### src/rtl/vedic_pkg.sv
// Shared widths, types and final summation for the 16x16 Vedic multiplier.
// Build option: VEDIC_MULT_PIPE_EN adds a partial-product register stage.
package vedic_pkg;

  localparam int OP_W   = 16;
  localparam int PROD_W = 32;
  localparam int HALF_W = 8;

  typedef logic [OP_W-1:0]     op_t;
  typedef logic [PROD_W-1:0]   prod_t;
  typedef logic [2*HALF_W-1:0] pp_t;

  typedef struct packed {
    pp_t p3;
    pp_t p2;
    pp_t p1;
    pp_t p0;
  } pp_set_t;

  // P0 + ((P1+P2) << 8) + (P3 << 16); low byte of P0 needs no adder
  function automatic prod_t combine(input pp_set_t pp);
    logic [2*HALF_W:0]   mid;
    logic [3*HALF_W-1:0] upper;
    mid   = {1'b0, pp.p1} + {1'b0, pp.p2};
    upper = {pp.p3, pp.p0[2*HALF_W-1:HALF_W]}
          + {{(HALF_W-1){1'b0}}, mid};
    return {upper, pp.p0[HALF_W-1:0]};
  endfunction

endpackage

### src/rtl/vedic_mul_nxn.sv
// Recursive combinational NxN Urdhva-Tiryagbhyam multiplier.
// N == 2 is the AND/half-adder leaf; larger N splits into four N/2 units.
module vedic_mul_nxn #(
  parameter int N = 8
) (
  input  logic [N-1:0]   a,
  input  logic [N-1:0]   b,
  output logic [2*N-1:0] p
);

  if (N == 2) begin : g_leaf
    logic cross_s;
    logic cross_c;
    logic top;
    assign top     = a[1] & b[1];
    assign cross_s = (a[1] & b[0]) ^ (a[0] & b[1]);
    assign cross_c = (a[1] & b[0]) & (a[0] & b[1]);
    assign p[0]    = a[0] & b[0];
    assign p[1]    = cross_s;
    assign p[2]    = top ^ cross_c;
    assign p[3]    = top & cross_c;
  end else begin : g_split
    localparam int H = N / 2;
    localparam int U = N + H;

    logic [N-1:0] q0;
    logic [N-1:0] q1;
    logic [N-1:0] q2;
    logic [N-1:0] q3;
    logic [N:0]   mid;
    logic [U-1:0] upper;

    vedic_mul_nxn #(.N(H)) u_q0 (.a(a[H-1:0]), .b(b[H-1:0]), .p(q0));
    vedic_mul_nxn #(.N(H)) u_q1 (.a(a[N-1:H]), .b(b[H-1:0]), .p(q1));
    vedic_mul_nxn #(.N(H)) u_q2 (.a(a[H-1:0]), .b(b[N-1:H]), .p(q2));
    vedic_mul_nxn #(.N(H)) u_q3 (.a(a[N-1:H]), .b(b[N-1:H]), .p(q3));

    assign mid   = {1'b0, q1} + {1'b0, q2};
    assign upper = {q3, q0[N-1:H]} + {{(H-1){1'b0}}, mid};
    assign p     = {upper, q0[H-1:0]};
  end

endmodule

### src/rtl/vedic_multiplier_16x16.sv
// Registered 16x16 unsigned Vedic multiplier built from four 8x8 units.
// Build option: VEDIC_MULT_PIPE_EN registers the partials (latency 2).
module vedic_multiplier_16x16
  import vedic_pkg::*;
(
  input  logic        clk,
  input  logic        rst,
  input  logic [15:0] multiplicand,
  input  logic [15:0] multiplier,
  output logic [31:0] product
);

  op_t     a;
  op_t     b;
  pp_t     p0;
  pp_t     p1;
  pp_t     p2;
  pp_t     p3;
  pp_set_t pp_c;
  pp_set_t pp_sum;

  assign a = multiplicand;
  assign b = multiplier;

  vedic_mul_nxn #(.N(HALF_W)) u_p0 (
    .a(a[HALF_W-1:0]), .b(b[HALF_W-1:0]), .p(p0)
  );
  vedic_mul_nxn #(.N(HALF_W)) u_p1 (
    .a(a[OP_W-1:HALF_W]), .b(b[HALF_W-1:0]), .p(p1)
  );
  vedic_mul_nxn #(.N(HALF_W)) u_p2 (
    .a(a[HALF_W-1:0]), .b(b[OP_W-1:HALF_W]), .p(p2)
  );
  vedic_mul_nxn #(.N(HALF_W)) u_p3 (
    .a(a[OP_W-1:HALF_W]), .b(b[OP_W-1:HALF_W]), .p(p3)
  );

  assign pp_c = '{p3: p3, p2: p2, p1: p1, p0: p0};

`ifdef VEDIC_MULT_PIPE_EN
  pp_set_t pp_q;

  // Hold the four partial products ahead of the final adders
  always_ff @(posedge clk or posedge rst) begin
    if (rst) pp_q <= '0;
    else     pp_q <= pp_c;
  end

  assign pp_sum = pp_q;
`else
  assign pp_sum = pp_c;
`endif

  // Final summation into the output register
  always_ff @(posedge clk or posedge rst) begin
    if (rst) product <= '0;
    else     product <= combine(pp_sum);
  end

endmodule

### config.mk
export PLATFORM = sky130hd
export DESIGN_NAME = vedic_multiplier_16x16
export DESIGN_NICKNAME = d
export VERILOG_FILES = /design/src/rtl/vedic_pkg.sv /design/src/rtl/vedic_mul_nxn.sv /design/src/rtl/vedic_multiplier_16x16.sv
export SDC_FILE = /design/constraint.sdc
export NUM_CORES = 1
export LEC_CHECK = 0
export CAP_MARGIN = 20
export CORE_ASPECT_RATIO = 0.6
export CORE_MARGIN = 2
export CORE_UTILIZATION = 57
export DETAILED_ROUTE_END_ITERATION = 8
export PLACE_DENSITY_LB_ADDON = 0.15
export SLEW_MARGIN = 20
export SYNTH_ARGS = -nofsm -noshare
export SYNTH_HDL_FRONTEND = slang
export SYNTH_SLANG_ARGS = --single-unit
### constraint.sdc
create_clock -name clk -period 0.84 [get_ports clk]
set_clock_uncertainty 0.1 [all_clocks]
set_input_delay 0.084 -clock clk [delete_from_list [all_inputs] [get_ports clk]]
set_output_delay 0.084 -clock clk [all_outputs]
set_load 0.05 [all_outputs]
# == Yosys cells after proc, flatten, opt, wreduce, memory -nomap -nowiden ==
# Cells that the tools add are included.
# word_totals
register_bits,32
latch_bits,0
ramBits,0
romBits,0
output_inout_bits,32
word_cells,555
n_memories,0
# op_classes
n_addsub,42
multipliers,0
div_mod_pow,0
magnitude_cmp,0
n_eq_ne,0
n_shift,0
muxes,0
bitwise_logic,512
n_reduce_logical,0
# op_table
cell,n
1-bit AND,384
1-bit bitwise XOR,128
6-bit by 5-bit adder with 6-bit output,16
4-bit by 4-bit adder with 5-bit output,16
12-bit by 9-bit adder with 12-bit output,4
8-bit by 8-bit adder with 9-bit output,4
24-bit by 17-bit adder with 24-bit output,1
16-bit by 16-bit adder with 17-bit output,1

# == Longest topological paths before layout ==
# Gate-level depths: netlist of run 1.
# logic_depth
ltp_word,9
mapped_depth,34

# == Hierarchy ==
# From an unflattened synthesis of run 1, not the netlist that was laid out.
# unflattened
hier_cells,1358
hier_area_um2,12248.0
# modules_own_cells
module,n_inst,cells_per_inst,area_per_inst_um2,seq_area_each_um2
vedic_mul_nxn at u_p0.g_split.u_q0 ...,16,27,249.0,0.0
vedic_mul_nxn at u_p0.g_split.u_q0.g_split.u_q0 ...,64,7,57.6,0.0
vedic_multiplier_16x16,1,214,2323.5,800.8
vedic_mul_nxn at u_p0 ...,4,66,564.3,0.0

# == Worst setup path after synthesis of run 1 ==
# No wires, ideal clock.
# synth_timing
path_type,input to register
startpoint,input multiplicand[2]
endpoint,register product[28]
setup_time_ns,0.126
t_arrival_ns,6.113
slack_ns,-5.498
stages,31
path_buffers,1
path_cell_list,clkbuf_1 -> and2_1 -> ha_1 -> ha_1 -> inv_1 -> fa_1 -> inv_1 -> ha_1 -> a21o_1 -> a21oi_1 -> xor2_1 -> fa_1 -> inv_1 -> ha_1 -> a21o_1 -> a21oi_1 -> nor2b_1 -> o211ai_1 -> nand2_1 -> a41oi_1 -> xor2_1 -> fa_1 -> inv_1 -> ha_1 -> o21a_1 -> o211ai_1 -> a31oi_1 -> o31ai_1 -> a221oi_1 -> nand4_1 -> xnor2_1
# synth_between
elab_chain_len,9
word_cells_on_any_way,62
cone_classes,14 x add/sub; 48 x bitwise
# synth_lines
element,line_no,source
from (decl),vedic_multiplier_16x16.sv:8,"input logic [15:0] multiplicand,"
1-bit AND,"vedic_mul_nxn.sv:16, vedic_mul_nxn.sv:17",
1-bit AND,vedic_mul_nxn.sv:17,assign cross_c = (a[1] & b[0]) & (a[0] & b[1]);
1-bit bitwise XOR or 1-bit AND (tied branches),"vedic_mul_nxn.sv:20, vedic_mul_nxn.sv:21",
4-bit by 4-bit adder with 5-bit output,vedic_mul_nxn.sv:38,"assign mid = {1'b0, q1} + {1'b0, q2};"
6-bit by 5-bit adder with 6-bit output,vedic_mul_nxn.sv:39,"assign upper = {q3, q0[N-1:H]} + {{(H-1){1'b0}}, mid};"
8-bit by 8-bit adder with 9-bit output,vedic_mul_nxn.sv:38,
12-bit by 9-bit adder with 12-bit output,vedic_mul_nxn.sv:39,
16-bit by 16-bit adder with 17-bit output,vedic_pkg.sv:24,"mid = {1'b0, pp.p1} + {1'b0, pp.p2};"
24-bit by 17-bit adder with 24-bit output (*),vedic_pkg.sv:26,"+ {{(HALF_W-1){1'b0}}, mid};"
to (signal assigned),vedic_multiplier_16x16.sv:57,else product <= combine(pp_sum);
to (decl),vedic_multiplier_16x16.sv:10,output logic [31:0] product
# Mark *: on every way between the ends. The rest lies on a longest branch, timed or not.

# == Final worst setup path of run 1 ==
# layout_timing
startpoint,input multiplier[4]
endpoint,register product[25]
# layout_between
elab_chain_len,9
word_cells_on_any_way,62
cone_classes,14 x add/sub; 48 x bitwise
# layout_lines
element,line_no,source
from (decl),vedic_multiplier_16x16.sv:9,"input logic [15:0] multiplier,"
1-bit AND,"vedic_mul_nxn.sv:16, vedic_mul_nxn.sv:17",
1-bit AND,vedic_mul_nxn.sv:17,
1-bit bitwise XOR or 1-bit AND (tied branches),"vedic_mul_nxn.sv:20, vedic_mul_nxn.sv:21",
4-bit by 4-bit adder with 5-bit output,vedic_mul_nxn.sv:38,
6-bit by 5-bit adder with 6-bit output,vedic_mul_nxn.sv:39,
8-bit by 8-bit adder with 9-bit output,vedic_mul_nxn.sv:38,
12-bit by 9-bit adder with 12-bit output,vedic_mul_nxn.sv:39,
16-bit by 16-bit adder with 17-bit output,vedic_pkg.sv:24,
24-bit by 17-bit adder with 24-bit output (*),vedic_pkg.sv:26,
# Marks and branches as above.

==> summary.txt, run 1 <==
Floorplanning
  • # rows: 40
  • Vert. Die Dim: 114 microns
  • Initial core utilization: 0.579
  • Core box area: ~20000 sq um
  • Top-Level Pins: 66
  • Die W: roughly 190 microns
  • Die ar.: about 21000 sq um

Job
  • Max-Cap Viols: 0

Worst setup path
  • CP Capture Type: register
  • Slowest-stage cell, CP: fa_1
  • WP data required: approximately 900 ps
  • Crit-path max FO: 4
  • Crit Path Category: input pin to register
  • CP peak stage delay: 560 ps
  • Startpoint types: input pin
  • CP delay by family, top: adder cells
  • WP data arrival: between 6000 and 7000 ps
  • Buf/Inv on CP: 8

CTS
  • Worst-path clk slew: 50 ps
  • Max H-tree Level: 2
  • TritonCTS clock tree: yes
  • Bufs on Longest Clock Path: 2
  • CTS Buf Count: 5
  • CTS Root Cell: clkbuf_16
  • Clk sink count: 32

Global routing
  • Total track usage: 0.302
  • Grt ovf: 0
  • Largest net degree at the start of global routing: 33
  • Initial antenna violation count: 0
  • First-pass GRT wire length: a little over 50000 microns
  • Vias in the first global route: between 9000 and 10000

STA
  • Final hold violations: 0
  • Max Fclk: about 160 MHz
  • Fin crit share: 7.38
  • Final WS setup: -5360 ps
  • Crit path time final: 6200 ps
  • Setup-failing EPs final: 62
  • Worst-Margin Slew: between 500 and 600 ps
  • Unrepaired setup endpoints after global routing: true
  • Slew margin rel.: 0.655
  • Final Max Slew Viols: 0

Cells and area
  • Share of layout cells above drive strength 1: 0.276
  • Final Net Count: approximately 2000
  • Filler cells: approximately 1400
  • Top flop regs: product (32)
  • Diode count: 0
  • Max reg flops: 32
  • Reg with most FFs: product
  • P&R area growth vs syn: 34.6%

Logic synthesis
  • Netlist cell types: 41
  • Syn Area/Cell: 8.60 sq um
  • Post-synthesis cell count: between 1000 and 1500
  • Syn Nets: 1748
  • Mapped Area: 11500 sq um
  • Synth warn: 0
  • Yosys reg bits: 32
  • Share of the yosys chip area belonging to registers: 0.0695

Detailed routing
  • DR WL/cell: 16.8 microns
  • Drt drc: 0
  • Avg Vias per Cell: just over 5
  • 1st-pass router iterations: 5
  • Initial DRC Count: ~550
  • Antenna-violating nets left: 0
  • Vias: approximately 9600
  • Detailed Route WL: between 30000 and 40000 microns

Placement
  • GPL Wtd Cong: between 0.9 and 1
  • DP Wirelength: ~26000 microns
  • Input/output buffers: 65
  • DP Worst Slack: -6130 ps

Outcome
  • Status: finished with violations
  • Failing checks: negative setup slack

Worst hold path
  • Hold Path Class: input pin to asynchronous set/reset pin
metal layers:
metal	up-vias	GRT usage	wire, microns
li1	4687	-	-
met1	4654	0.433	15100
met2	259	0.474	13500
met3	43	0.0631	2460
met4	0	0.0619	531
met5	-	0	0
per-stage QoR:
stage	instance area (sq um)	util	instances	hold slack, ps	TNS [ps]
after floorplan	11900	-	1341	-87.6	-121190
after global placement	14500	0.729	1843	377	-145390
after detailed placement	14500	0.729	1843	375	-149550
after CTS	15300	0.766	1871	81.4	-129840
after global routing	15500	0.779	1880	116	-138120
final	15500	0.779	1880	76.9	-132460
final cells by class:
class	count	area (sq um)	area share
clock buffers	7	153	0.00983
flip-flops and latches	32	801	0.0516
well taps	273	342	0.0220
inverters	315	1190	0.0764
repair buffers	292	2740	0.177
multi-input cells	961	10300	0.663
worst paths after layout:
check,from,endpoint,cells past startpoint
hold / removal,rst,product[25],3
min in group clk,multiplier[0],product[1],3
setup / recovery,multiplier[4],product[25],30
max in group asynchronous,rst,product[11],3
logic make-up (layout without fill, tap and decap cells):
family / Yosys count / in the layout / share of synthesized area
flops: 32 / 32 / 0.0695
compound gates: 155 / 155 / 0.0878
simple gates: 330 / 330 / 0.160
fa+ha+maj: 373 / 373 / 0.491
buf+inv: 348 / 614 / 0.113
xor+xnor: 103 / 103 / 0.0782
cells in the mapped netlist:
library cell / count / share of area
a221o_1: 1 / 0.00087
and3_1: 3 / 0.0016
a31oi_1: 2 / 0.0011
o21ai_1: 3 / 0.0013
a21o_1: 47 / 0.031
a21boi_1: 1 / 0.00065
ha_1: 240 / 0.26
a211oi_1: 3 / 0.0020
o311a_1: 1 / 0.00087
a41oi_1: 2 / 0.0015
dfrtp_1: 32 / 0.069
a21oi_1: 61 / 0.026
nand3_1: 5 / 0.0022
nor3_1: 7 / 0.0030
clkbuf_1: 33 / 0.011
or4_4: 1 / 0.00098
o31a_1: 2 / 0.0015
nor2_1: 21 / 0.0068
nand4_1: 3 / 0.0016
or3_1: 2 / 0.0011
xor2_1: 36 / 0.027
and4_1: 1 / 0.00076
o31ai_4: 1 / 0.0018
o221a_2: 1 / 0.00098
inv_1: 315 / 0.10
xnor2_1: 67 / 0.051
a211o_1: 2 / 0.0015
o211ai_1: 5 / 0.0033
and2_1: 209 / 0.11
nor2b_1: 6 / 0.0033
fa_1: 133 / 0.23
o31ai_1: 1 / 0.00065
nand2_1: 66 / 0.021
nor3_2: 1 / 0.00087
a221oi_1: 1 / 0.00076
o21bai_1: 4 / 0.0026
o21a_1: 5 / 0.0033
o221a_1: 1 / 0.00098
o21ai_0: 10 / 0.0043
nand2b_1: 5 / 0.0027
o2bb2ai_1: 1 / 0.00076
cell usage in the layout, fill, tap and decap left out, types with 31 or more instances in the layout:
| cell | instances |
|---|---|
| dfrtp_1 | 32 |
| buf_12 | 33 |
| a21oi_1 | 31 |
| nand2_1 | 63 |
| a21o_1 | 47 |
| buf_4 | 204 |
| inv_1 | 285 |
| ha_4 | 32 |
| fa_1 | 119 |
| xor2_1 | 32 |
| ha_1 | 202 |
| and2_1 | 203 |
| xnor2_1 | 51 |
worst min-delay path, delay by kind of cell:
kind | cells | cell delay (ps)
buffers and inverters | 3 | 720
what timing repair did:
item                                    CTS  global route
endpoints found under the setup margin   64            62
buffers inserted                         21            13
hold buffers                              0             0
gates resized for setup                 148            60
endpoints found under the hold margin     0             0
cloned                                    1             0
pin swaps                               109            86
Power of run 1 is not shown: default switching activity piles up to over one toggle a cycle in this logic, so the estimate is an artifact.
==> inputs of run 2 (changes only) <==
RECOVER_POWER = 100   (was default)
==> summary.txt, run 2 (synthesis results as in run 1) <==
Floorplanning
  • Top-Level Pins: 66
  • Initial core utilization: 0.579
  • # rows: 40
  • Die W: about 190 microns
  • Core box area: between 15000 and 20000 sq um
  • Vert. Die Dim: between 100 and 150 microns
  • Die ar.: ~21000 sq um

Global routing
  • Initial antenna violation count: 0
  • Grt ovf: 0
  • First-pass GRT wire length: just over 50000 microns
  • Vias in the first global route: around 10000
  • Total track usage: 0.302
  • Largest net degree at the start of global routing: 33

CTS
  • CTS Root Cell: clkbuf_16
  • TritonCTS clock tree: yes
  • CTS Buf Count: 5
  • Cts hold-fix bufs: 0
  • Bufs on Longest Clock Path: 2
  • Max H-tree Level: 2
  • Worst-path clk slew: 50 ps
  • Clk sink count: 32

STA
  • Unrepaired setup endpoints after global routing: true
  • Slew margin rel.: 0.659
  • Final WS setup: -5370 ps
  • Fin crit share: 7.40
  • Final Max Slew Viols: 0
  • Max Fclk: around 160 MHz
  • Final hold violations: 0
  • Crit path time final: around 6200 ps
  • Setup-failing EPs final: between 60 and 70
  • Worst-Margin Slew: 507 ps

Worst setup path
  • Crit path from: multiplier[4]
  • Slowest-stage cell, CP: fa_1
  • CP peak stage delay: about 560 ps
  • Startpoint types: input pin
  • Crit-path max FO: 4
  • WP data required: approximately 900 ps
  • Crit Path Category: input pin to register
  • Worst setup endpoint: product[25]
  • CP Capture Type: register
  • WP data arrival: approximately 6300 ps

Detailed routing
  • Antenna-violating nets left: 0
  • Drt drc: 0
  • 1st-pass router iterations: 4
  • Avg Vias per Cell: slightly above 5
  • Detailed Route WL: between 30000 and 40000 microns
  • Vias: just under 10000
  • DR WL/cell: between 15 and 20 microns
  • Initial DRC Count: 549

Outcome
  • Failing checks: negative setup slack
  • Status: finished with violations

Cells and area
  • Filler cells: ~1400
  • Max reg flops: 32
  • Most frequent cells in the layout: inv_1, buf_4, and2_1, ha_1, fa_1
  • Final Cell Area: 15500 sq um
  • P&R area growth vs syn: 34.5%
  • Share of layout cells above drive strength 1: 0.276
  • Commonest non-fill, non-tap cell in the layout: inv_1
  • Top flop regs: product (32)
  • Final Net Count: 2014
  • Reg with most FFs: product
  • Diode count: 0

Placement
  • GPL Wtd Cong: about 0.94
  • Input/output buffers: 65
  • Area of placed instances: 14500 sq um
  • DP Worst Slack: -6130 ps
  • DP Wirelength: between 20000 and 30000 microns

Worst hold path
  • Hold Path Class: input pin to asynchronous set/reset pin

Job
  • Max-Cap Viols: 0
[run 2: cell count changes in the layout (fill, tap and decap cells not counted), sizes merged]
cell,change
buf,-1
clkbuf,+1
[run 2: layer usage]
metal	vias to the layer above	wire length, microns	global-route usage	share of wire
met3	39	2420	0.0631	0.077
met4	0	505	0.0619	0.016
met2	239	13500	0.474	0.43
li1	4687	-	-	-
met1	4651	15100	0.433	0.48
met5	-	0	0	0
[run 2: worst max-delay path, delay by kind of cell]
family          cells  cell delay (ps)
compound gates      9             1540
xor+xnor            3              430
fa+ha+maj           8             2930
simple gates        2              230
buf+inv             8             1070
[run 2: repair_timing]
item                                    CTS  global route
pin swaps                               109            86
buffers inserted                         21            13
resized for setup                       148            60
gates cloned                              1             0
endpoints found under the setup margin   64            62
[run 2: area by class of cell]
cell class	instances	area, sq um	area share
Inverter	315	1190	0.0765
Multi-Input combinational cell	961	10300	0.664
Tap cell	273	342	0.0220
Clock buffer	7	153	0.00984
Timing Repair Buffer	292	2730	0.176
Sequential cell	32	801	0.0516
[run 2: per-stage QoR]
stage	std cells	hold slack (ps)	utilization	TNS (ps)
2_1_floorplan	1341	-87.6	-	-121190
3_3_place_gp	1843	377	0.729	-145390
3_5_place_dp	1843	375	0.729	-149550
4_1_cts	1871	81.4	0.766	-129840
5_1_grt	1880	196	0.779	-138120
6_report	1880	181	0.779	-132380
[run 2: worst min path at each step]
stage	cells past startpoint	startpoint	end
after floorplan	1	rst	product[0]
after global placement	3	rst	product[25]
after detailed placement	3	rst	product[25]
after CTS	3	rst	product[25]
after global routing	3	multiplier[0]	product[1]
final	3	rst	product[25]
Power of run 2 is left out for the same reason.
==> inputs of run 3 (changes only) <==
CORE_MARGIN = default   (was 2)
==> summary.txt, run 3 (synthesis results as in run 1) <==
Worst setup path
  • WP data required: ~900 ps
  • Most frequent CP cell: ha_1
  • CP Capture Type: register
  • Crit path from: multiplier[5]
  • Startpoint types: input pin
  • Slowest-stage cell, CP: fa_1
  • Crit-path max FO: 7
  • Crit Path Category: input pin to register
  • CP peak stage delay: ~540 ps
  • WP data arrival: about 6400 ps

Floorplanning
  • Core box area: around 19000 sq um
  • Initial core utilization: 0.594
  • Die ar.: about 21000 sq um
  • Die W: 186 microns
  • Top-Level Pins: 66
  • Vert. Die Dim: 112 microns
  • # rows: 39

Detailed routing
  • 1st-pass router iterations: 7
  • Antenna-violating nets left: 0
  • Vias: around 9800
  • Detailed Route WL: between 30000 and 40000 microns
  • Initial DRC Count: 654
  • DR WL/cell: 17.8 microns
  • Drt drc: 0
  • Avg Vias per Cell: 5.23

Global routing
  • Vias in the first global route: 10239
  • Total track usage: 0.324
  • First-pass GRT wire length: around 52000 microns
  • Grt ovf: 0
  • Initial antenna violation count: 1
  • Largest net degree at the start of global routing: 33

CTS
  • Worst-path clk slew: approximately 50 ps
  • Bufs on Longest Clock Path: 2
  • CTS Root Cell: clkbuf_16
  • Max H-tree Level: 2
  • CTS Buf Count: 5
  • TritonCTS clock tree: yes
  • Clk sink count: 32

STA
  • Max Fclk: ~160 MHz
  • Final Hold Slack: ~190 ps
  • Final WS setup: -5460 ps
  • Fin crit share: 7.50
  • Slew margin rel.: 0.605
  • Setup-failing EPs final: between 60 and 70
  • Crit path time final: 6300 ps
  • Unrepaired setup endpoints after global routing: true
  • Final hold violations: 0
  • Final Max Slew Viols: 0
  • Worst-Margin Slew: 588 ps

Placement
  • Placed cells: approximately 1800
  • DP Worst Slack: -6100 ps
  • GPL Wtd Cong: just over 0.9
  • Input/output buffers: 65
  • DP Wirelength: around 26000 microns

Job
  • Max-Cap Viols: 0

Worst hold path
  • Hold Path Class: input pin to asynchronous set/reset pin

Cells and area
  • Share of layout cells above drive strength 1: 0.282
  • P&R area growth vs syn: 35.7%
  • Final Net Count: about 2000
  • Reg with most FFs: product
  • Max reg flops: 32
  • Most frequent cells in the layout: inv_1, buf_4, ha_1
  • Layout Cells excl Fill: about 1900
  • Diode count: 0
  • Top flop regs: product (32)
  • Commonest non-fill, non-tap cell in the layout: inv_1

Outcome
  • Status: finished with violations
  • Failing checks: negative setup slack
==> run 3: cell types whose count changed in the layout (fill, tap and decap cells not counted), moves of 4 or more <==
cell	delta
clkbuf_2	-4
buf_4	+6
xor2_1	-4
buf_6	-5
==> run 3: timing repair <==
| item | in CTS | in global routing |
|---|---|---|
| pin swaps | 115 | 77 |
| hold buffers | 0 | 0 |
| resized for setup | 166 | 51 |
| endpoints found under the setup margin | 64 | 62 |
| buffers inserted | 22 | 12 |
==> run 3: path summary, 6_finish.rpt <==
check / to / slack, ps / depth (start not counted)
worst max-delay path: product[25] / -5460 / 29
worst min-delay path: product[29] / 190 / 3
max in group asynchronous: product[1] / 150 / 3
min in group clk: product[1] / 190 / 3
==> run 3: worst max-delay path: cells and delay by family <==
family	cells	cell delay (ps)
buf+inv	7	860
simple gates	3	370
compound gates	8	1620
fa+ha+maj	8	2920
xor+xnor	3	530
==> run 3: layout make-up <==
type                       instances  area, sq um
clock buffer                       6          129
clock inverter                     2         35.0
fill                            1227         3770
inverter                         315         1190
multi-input combinational        961        10400
sequential                        32          801
tap                              266          333
timing repair buffer             295         2750
==> run 3: layer usage <==
layer  routed length [microns]  track usage  up-vias
li1                          -            -     4681
met1                     15500        0.465     4774
met2                     14700        0.503      323
met3                      2910       0.0750       31
met4                       405       0.0546        0
met5                         0            0        -
==> run 3: per-stage QoR <==
stage	util	TNS [ps]	cell area (sq um)
after CTS	0.792	-131200	15400
after floorplan	-	-121190	11900
after detailed placement	0.749	-149570	14500
final	0.806	-135600	15600
after global placement	0.749	-145880	14500
after global routing	0.806	-141590	15600
Power of run 3 is left out for the same reason.
==> RTL edit 1, RTL diff (flow settings as in run 2) <==
The option `VEDIC_MULT_PIPE_EN` is turned on by a define.
--- a/src/rtl/vedic_multiplier_16x16.sv
+++ b/src/rtl/vedic_multiplier_16x16.sv
@@ -2,2 +2,4 @@
 // Build option: VEDIC_MULT_PIPE_EN registers the partials (latency 2).
+`define VEDIC_MULT_PIPE_EN
+
 module vedic_multiplier_16x16
Function: changed (Yosys sat finds a counterexample within 4 cycles, from zero or initial values and one cycle with rst high).
==> RTL edit 1 against run 2 <==
The flow still finishes with violations (negative setup slack). Die area rose by 14%. Area after synthesis rose by 14%. Cell area rose by 27%. Hold slack got worse by 0.16 ns. Sequential cell count rose by 64. Worst setup slack improved by 2.0 ns. Routed wire length rose by 36%. Critical path type unchanged. Largest cell class unchanged.
==> RTL edit 1: results (changes against run 2) <==
* Status: finished with violations (unchanged)
* Violated checks: negative setup slack (unchanged)
* 1st-pass router iterations at 5 (was 4)
* Setup Crit Path Kind: in -> reg (unchanged)
* Crit-path max FO at 5 (was 4)
* Slowest cell delay on critical path at 0.60 ns (was 0.56 ns)
* Filler Cell Count at 1088 (was 1401)
* HP Class: in -> reg (was in -> async)
* Layout cells sized above 1 at 0.440 (was 0.276)
* Max VDD drop at 2.81 mV
* Capture point of the worst path: pp_q[61]$_DFF_PP0_ (was product[25]$_DFF_PP0_)
* Initial antenna violation count at 4 (was 0)
* Reg2reg setup slack at -1.86 ns
* Final setup violation count at 112 (was 62)
* Largest cells by area after synthesis: ha_1, fa_1, dfrtp_1, and2_1, inv_1 (was ha_1, fa_1, and2_1, inv_1, dfrtp_1)
* Worst EP arrival at 4.34 ns (was 6.27 ns)
* Tot GR Track Use at 0.332 (was 0.302)
* Root buffer cell: clkbuf_16 (unchanged)
* Fin nets at 2163 (was 2014)
* R2r endpoint: product[27]$_DFF_PP0_
* DP Area at 17100 um^2 (was 14500 um^2)
* Largest net degree at the start of global routing at 33 (unchanged)
* Pleak at 9.79 nW
* Cell Count Post-Placement at 1988 (was 1843)
* Worst Slack Setup Final at -3.35 ns (was -5.37 ns)
* Post-synthesis sequential area ratio at 0.182 (was 0.0695)
* 1st-iter DRT viols at 789 (was 549)
* Top_reg_cell synth: dfrtp_1 (unchanged)
* WL final at 42800 um (was 31600 um)
* Fin Setup TNS at -182.64 ns (was -132.38 ns)
* Worst-Margin Slew at 0.512 ns (was 0.507 ns)
* Syn_area_per_cell at 9.34 um^2 (was 8.60 um^2)
* Worst reg-to-reg path cell count at 10
* Hold Crit Start: multiplier[1]
* Synth unique cells at 47 (was 41)
* First-pass GRT wire length at 62100 um (was 50600 um)
* Number of global-route vias before repair at 12.1k (was 9992)
* Syn Nets at 1820 (was 1748)
* Clock Pin Slew Worst Setup and Hold Paths at 0.08 ns (was 0.05 ns)
* Slowest-stage cell, CP: fa_2 (was fa_1)
* GPL Wtd Cong at 0.935 (was 0.943)
* Ys async rst share at 1.00 (unchanged)
* Inserted Clock Buffers at 9 (was 5)
* Fin crit period at 4.19 ns (was 6.21 ns)
* Average via count per standard cell at 5.51 (was 5.11)
* Worst setup path start: multiplicand[11] (was multiplier[4])
* Final HPWL DP at 27800 um (was 26200 um)
* Max H-tree Level at 3 (was 2)
* Largest registers: pp_q: 64 flops, product: 32 flops (was product: 32 flops)
* Skew-Pair Late Insertion Delay at 0.38 ns
* Pre-CTS setup slack at -4.17 ns (was -6.13 ns)
* Post-synth top cells: inv_1, ha_1, and2_1 (unchanged)
* Vias at 11.5k (was 9616)
==> RTL edit 1: cell count changes after synthesis, moves of 5 or more <==
cell and change:
a21o_1 -10, a21oi_1 -6, and3_1 +5, dfrtp_1 +64, inv_1 -40, nand2_1 +6
nand3_1 +10, nor2_1 +16, o2111ai_1 +5, o211ai_1 -5, o21ai_0 +11
==> RTL edit 1: timing repair <==
item,CTS,global route
gates cloned,3,0
pin swaps,257,184
gates resized for setup,358,146
endpoints found under the hold margin,0,1
buffers inserted,71,30
setup endpoints to repair,119,112
hold buffers,0,1
==> RTL edit 1: metrics by stage <==
step                      power [mW]  utilization  hold slack, ns
after floorplan                 36.0            -           0.113
after global placement          53.7        0.746           0.232
after detailed placement        55.4        0.746           0.235
after CTS                       66.1        0.831          0.0216
after global routing            77.9        0.857          0.0264
final                           73.5        0.857          0.0171
==> RTL edit 1: layout make-up <==
| class | instances | area share |
|---|---|---|
| diodes | 1 | 0.000127 |
| multi-input cells | 1006 | 0.609 |
| well taps | 315 | 0.0201 |
| flip-flops and latches | 96 | 0.122 |
| repair buffers | 368 | 0.181 |
| inverters | 275 | 0.0529 |
| clock buffers | 9 | 0.0115 |
| clock inverters | 7 | 0.00325 |
==> RTL edit 1: logic make-up (layout without fill, tap and decap cells) <==
kind of cell,after synthesis,count (layout),share of synthesized area
adders and majority gates,373,373,0.429
AOI/OAI and AO/OA,166,166,0.0823
other,0,1,0
buffers and inverters,311,659,0.0887
DFF,96,96,0.182
and+or+nand+nor,371,371,0.154
xor gates and xnor gates,96,96,0.0637
==> RTL edit 1: worst min path at each step <==
stage	to	slack [ns]	cells after the start
after global routing	pp_q[1]$_DFF_PP0_	0.03	3
after detailed placement	product[7]$_DFF_PP0_	0.23	0
final	pp_q[1]$_DFF_PP0_	0.02	3
after floorplan	pp_q[0]$_DFF_PP0_	0.11	1
after CTS	pp_q[32]$_DFF_PP0_	0.02	2
after global placement	product[4]$_DFF_PP0_	0.23	0
==> RTL edit 1: per-layer routing <==
metal,share of wire,GRT usage,wire length [um],vias to the layer above
li1,-,-,-,5129
met1,0.41,0.423,17300,5654
met2,0.46,0.543,19800,517
met3,0.092,0.102,3950,151
met4,0.040,0.114,1700,0
met5,0,0,0,-
==> RTL edit 1: where the power goes <==
part | total (mW) | switching [mW] | internal [mW]
Clock | 4.13 | 2.05 | 2.08
Combinational | 61.1 | 29.7 | 31.5
Sequential | 8.27 | 1.27 | 7.00
==> RTL edit 1: tightest hold or removal path, stage by stage <==
cell    delay (ns)
buf_12        0.10
and2_4        0.15
ha_4          0.13
==> RTL edit 2, RTL diff (config.mk and constraints of run 2) <==
Made on the original files. Register the inputs `multiplicand` and `multiplier` before use, cleared by the reset. The logic sees them one clock later. Comments in the files are not updated.
--- a/src/rtl/vedic_multiplier_16x16.sv
+++ b/src/rtl/vedic_multiplier_16x16.sv
@@ -12,2 +12,15 @@
 
+  logic [15:0] multiplicand_q;
+  logic [15:0] multiplier_q;
+
+  always_ff @(posedge clk or posedge rst) begin
+    if (rst) begin
+      multiplicand_q <= '0;
+      multiplier_q   <= '0;
+    end else begin
+      multiplicand_q <= multiplicand;
+      multiplier_q   <= multiplier;
+    end
+  end
+
   op_t     a;
@@ -21,4 +34,4 @@
 
-  assign a = multiplicand;
-  assign b = multiplier;
+  assign a = multiplicand_q;
+  assign b = multiplier_q;
 
Formal check against the unedited RTL: not equivalent (Yosys sat finds a counterexample within 4 cycles, from zero or initial values and one cycle with rst high).
==> RTL edit 2 against run 2 <==
The flow still finishes with violations (negative setup slack). Cell area increased by 6.0%. Hold slack got worse by 0.065 ns. Sequential cell count increased by 32. First-iteration DRC count increased by 15%. Area after synthesis increased by 8.1%. Routed wire length increased by 11%. Core utilization decreased by 0.43 points. Worst setup slack got worse by 0.61 ns. Largest cell class unchanged. Highest routed layer unchanged.
Power is not shown: default switching activity piles up to over one toggle a cycle in this logic, so the estimate is an artifact.
==> RTL edit 2: results (changes against run 2) <==
* Filler Cell Count at 1456 (was 1401)
* Post-synth top cells: inv_1, ha_1, and2_1 (unchanged)
* Rel. slew slack at 0.624 (was 0.659)
* Worst Slack Setup Final at -5.98 ns (was -5.37 ns)
* Number of global-route vias before repair at 10.8k (was 9992)
* First-pass GRT wire length at 57200 um (was 50600 um)
* Layout cells sized above 1 at 0.262 (was 0.276)
* Final HPWL DP at 28800 um (was 26200 um)
* Slowest cell delay on critical path at 0.60 ns (was 0.56 ns)
* Clock Pin Slew Worst Setup and Hold Paths at 0.07 ns (was 0.05 ns)
* Largest net degree at the start of global routing at 34 (was 33)
* Inserted Clock Buffers at 9 (was 5)
* Synth unique cells at 53 (was 41)
* Violated checks: negative setup slack (unchanged)
* Syn_area_per_cell at 9.03 um^2 (was 8.60 um^2)
* Max H-tree Level at 3 (was 2)
* Worst EP arrival at 6.95 ns (was 6.27 ns)
* Vias at 9923 (was 9616)
* Multi-input gate area at 10400 um^2 (was 10300 um^2)
* Status: finished with violations (unchanged)
* Capture point of the worst path: product[31]$_DFF_PP0_ (was product[25]$_DFF_PP0_)
* Fin Setup TNS at -153.31 ns (was -132.38 ns)
* Setup Crit Path Kind: reg -> reg (was in -> reg)
* Final setup violation count at 64 (was 62)
* Syn Nets at 1787 (was 1748)
* WL final at 35000 um (was 31600 um)
## RTL edit 2: cell types whose count changed in the layout (fill, tap and decap cells not counted), sizes merged, moves of 3 or more
cell,run 2,this run
dfrtp,32,64
dlygate4sd3,0,32
buf,266,241
dlygate4sd2,10,0
clkdlybuf4s50,6,1
nand2,66,61
nor2,21,16
clkdlybuf4s15,4,0
and2,209,212
clkinv,0,3
nand4,3,0
nor3,8,5
## RTL edit 2: final cells by class
class,count,area share
Multi-Input combinational cell,967,0.631
Sequential cell,64,0.0982
Timing Repair Buffer,276,0.159
Inverter,316,0.0722
Clock buffer,11,0.0148
Tap cell,279,0.0212
Clock inverter,5,0.00342
## RTL edit 2: logic make-up after synthesis
family | after synthesis | synth area share
adders and majority gates | 373 | 0.455
buffers and inverters | 349 | 0.106
and+or+nand+nor | 323 | 0.146
AOI/OAI and AO/OA | 166 | 0.0907
xor gates and xnor gates | 104 | 0.0731
DFF | 64 | 0.129
muxes | 1 | 0.000904
## RTL edit 2: metrics by stage
stage / hold WS [ns] / setup slack (ns)
global route: 0.169 / -6.22
floorplan: 0.0154 / -5.48
detailed placement: 0.432 / -5.97
CTS: 0.0442 / -5.85
global placement: 0.428 / -5.82
finish: 0.116 / -5.98
## RTL edit 2: worst min path at each step
stage | start | endpoint | depth (start not counted)
CTS | rst | product[13]$_DFF_PP0_ | 3
global route | multiplier[8] | b[8]$_DFF_PP0_ | 1
detailed placement | rst | product[23]$_DFF_PP0_ | 3
finish | rst | product[13]$_DFF_PP0_ | 3
global placement | multiplicand[5] | a[5]$_DFF_PP0_ | 1
floorplan | multiplicand[0] | a[0]$_DFF_PP0_ | 0
## RTL edit 2: worst max-delay path: cells and delay by family (launching register included)
kind / cells / cell delay, ns
AO/OA/AOI/OAI: 10 / 1.79
buffers and inverters: 4 / 0.28
adder cells (fa/ha/maj): 9 / 3.02
flip-flops: 1 / 0.48
AND/OR/NAND/NOR: 4 / 0.57
XOR/XNOR: 3 / 0.41
## RTL edit 2: per-layer routing
| metal | wire length, um | track usage | up-vias |
|---|---|---|---|
| met4 | 475 | 0.0759 | 0 |
| met3 | 3550 | 0.121 | 29 |
| met2 | 14300 | 0.458 | 280 |
| met1 | 16700 | 0.468 | 4827 |
| li1 | - | - | 4787 |
| met5 | 0 | 0 | - |
## RTL edit 2: what timing repair did
item / 4_1_cts / 5_1_grt
gates cloned: 0 / 0
buffers inserted: 11 / 12
gates resized for setup: 34 / 60
pin swaps: 42 / 58
endpoints found under the setup margin: 64 / 64
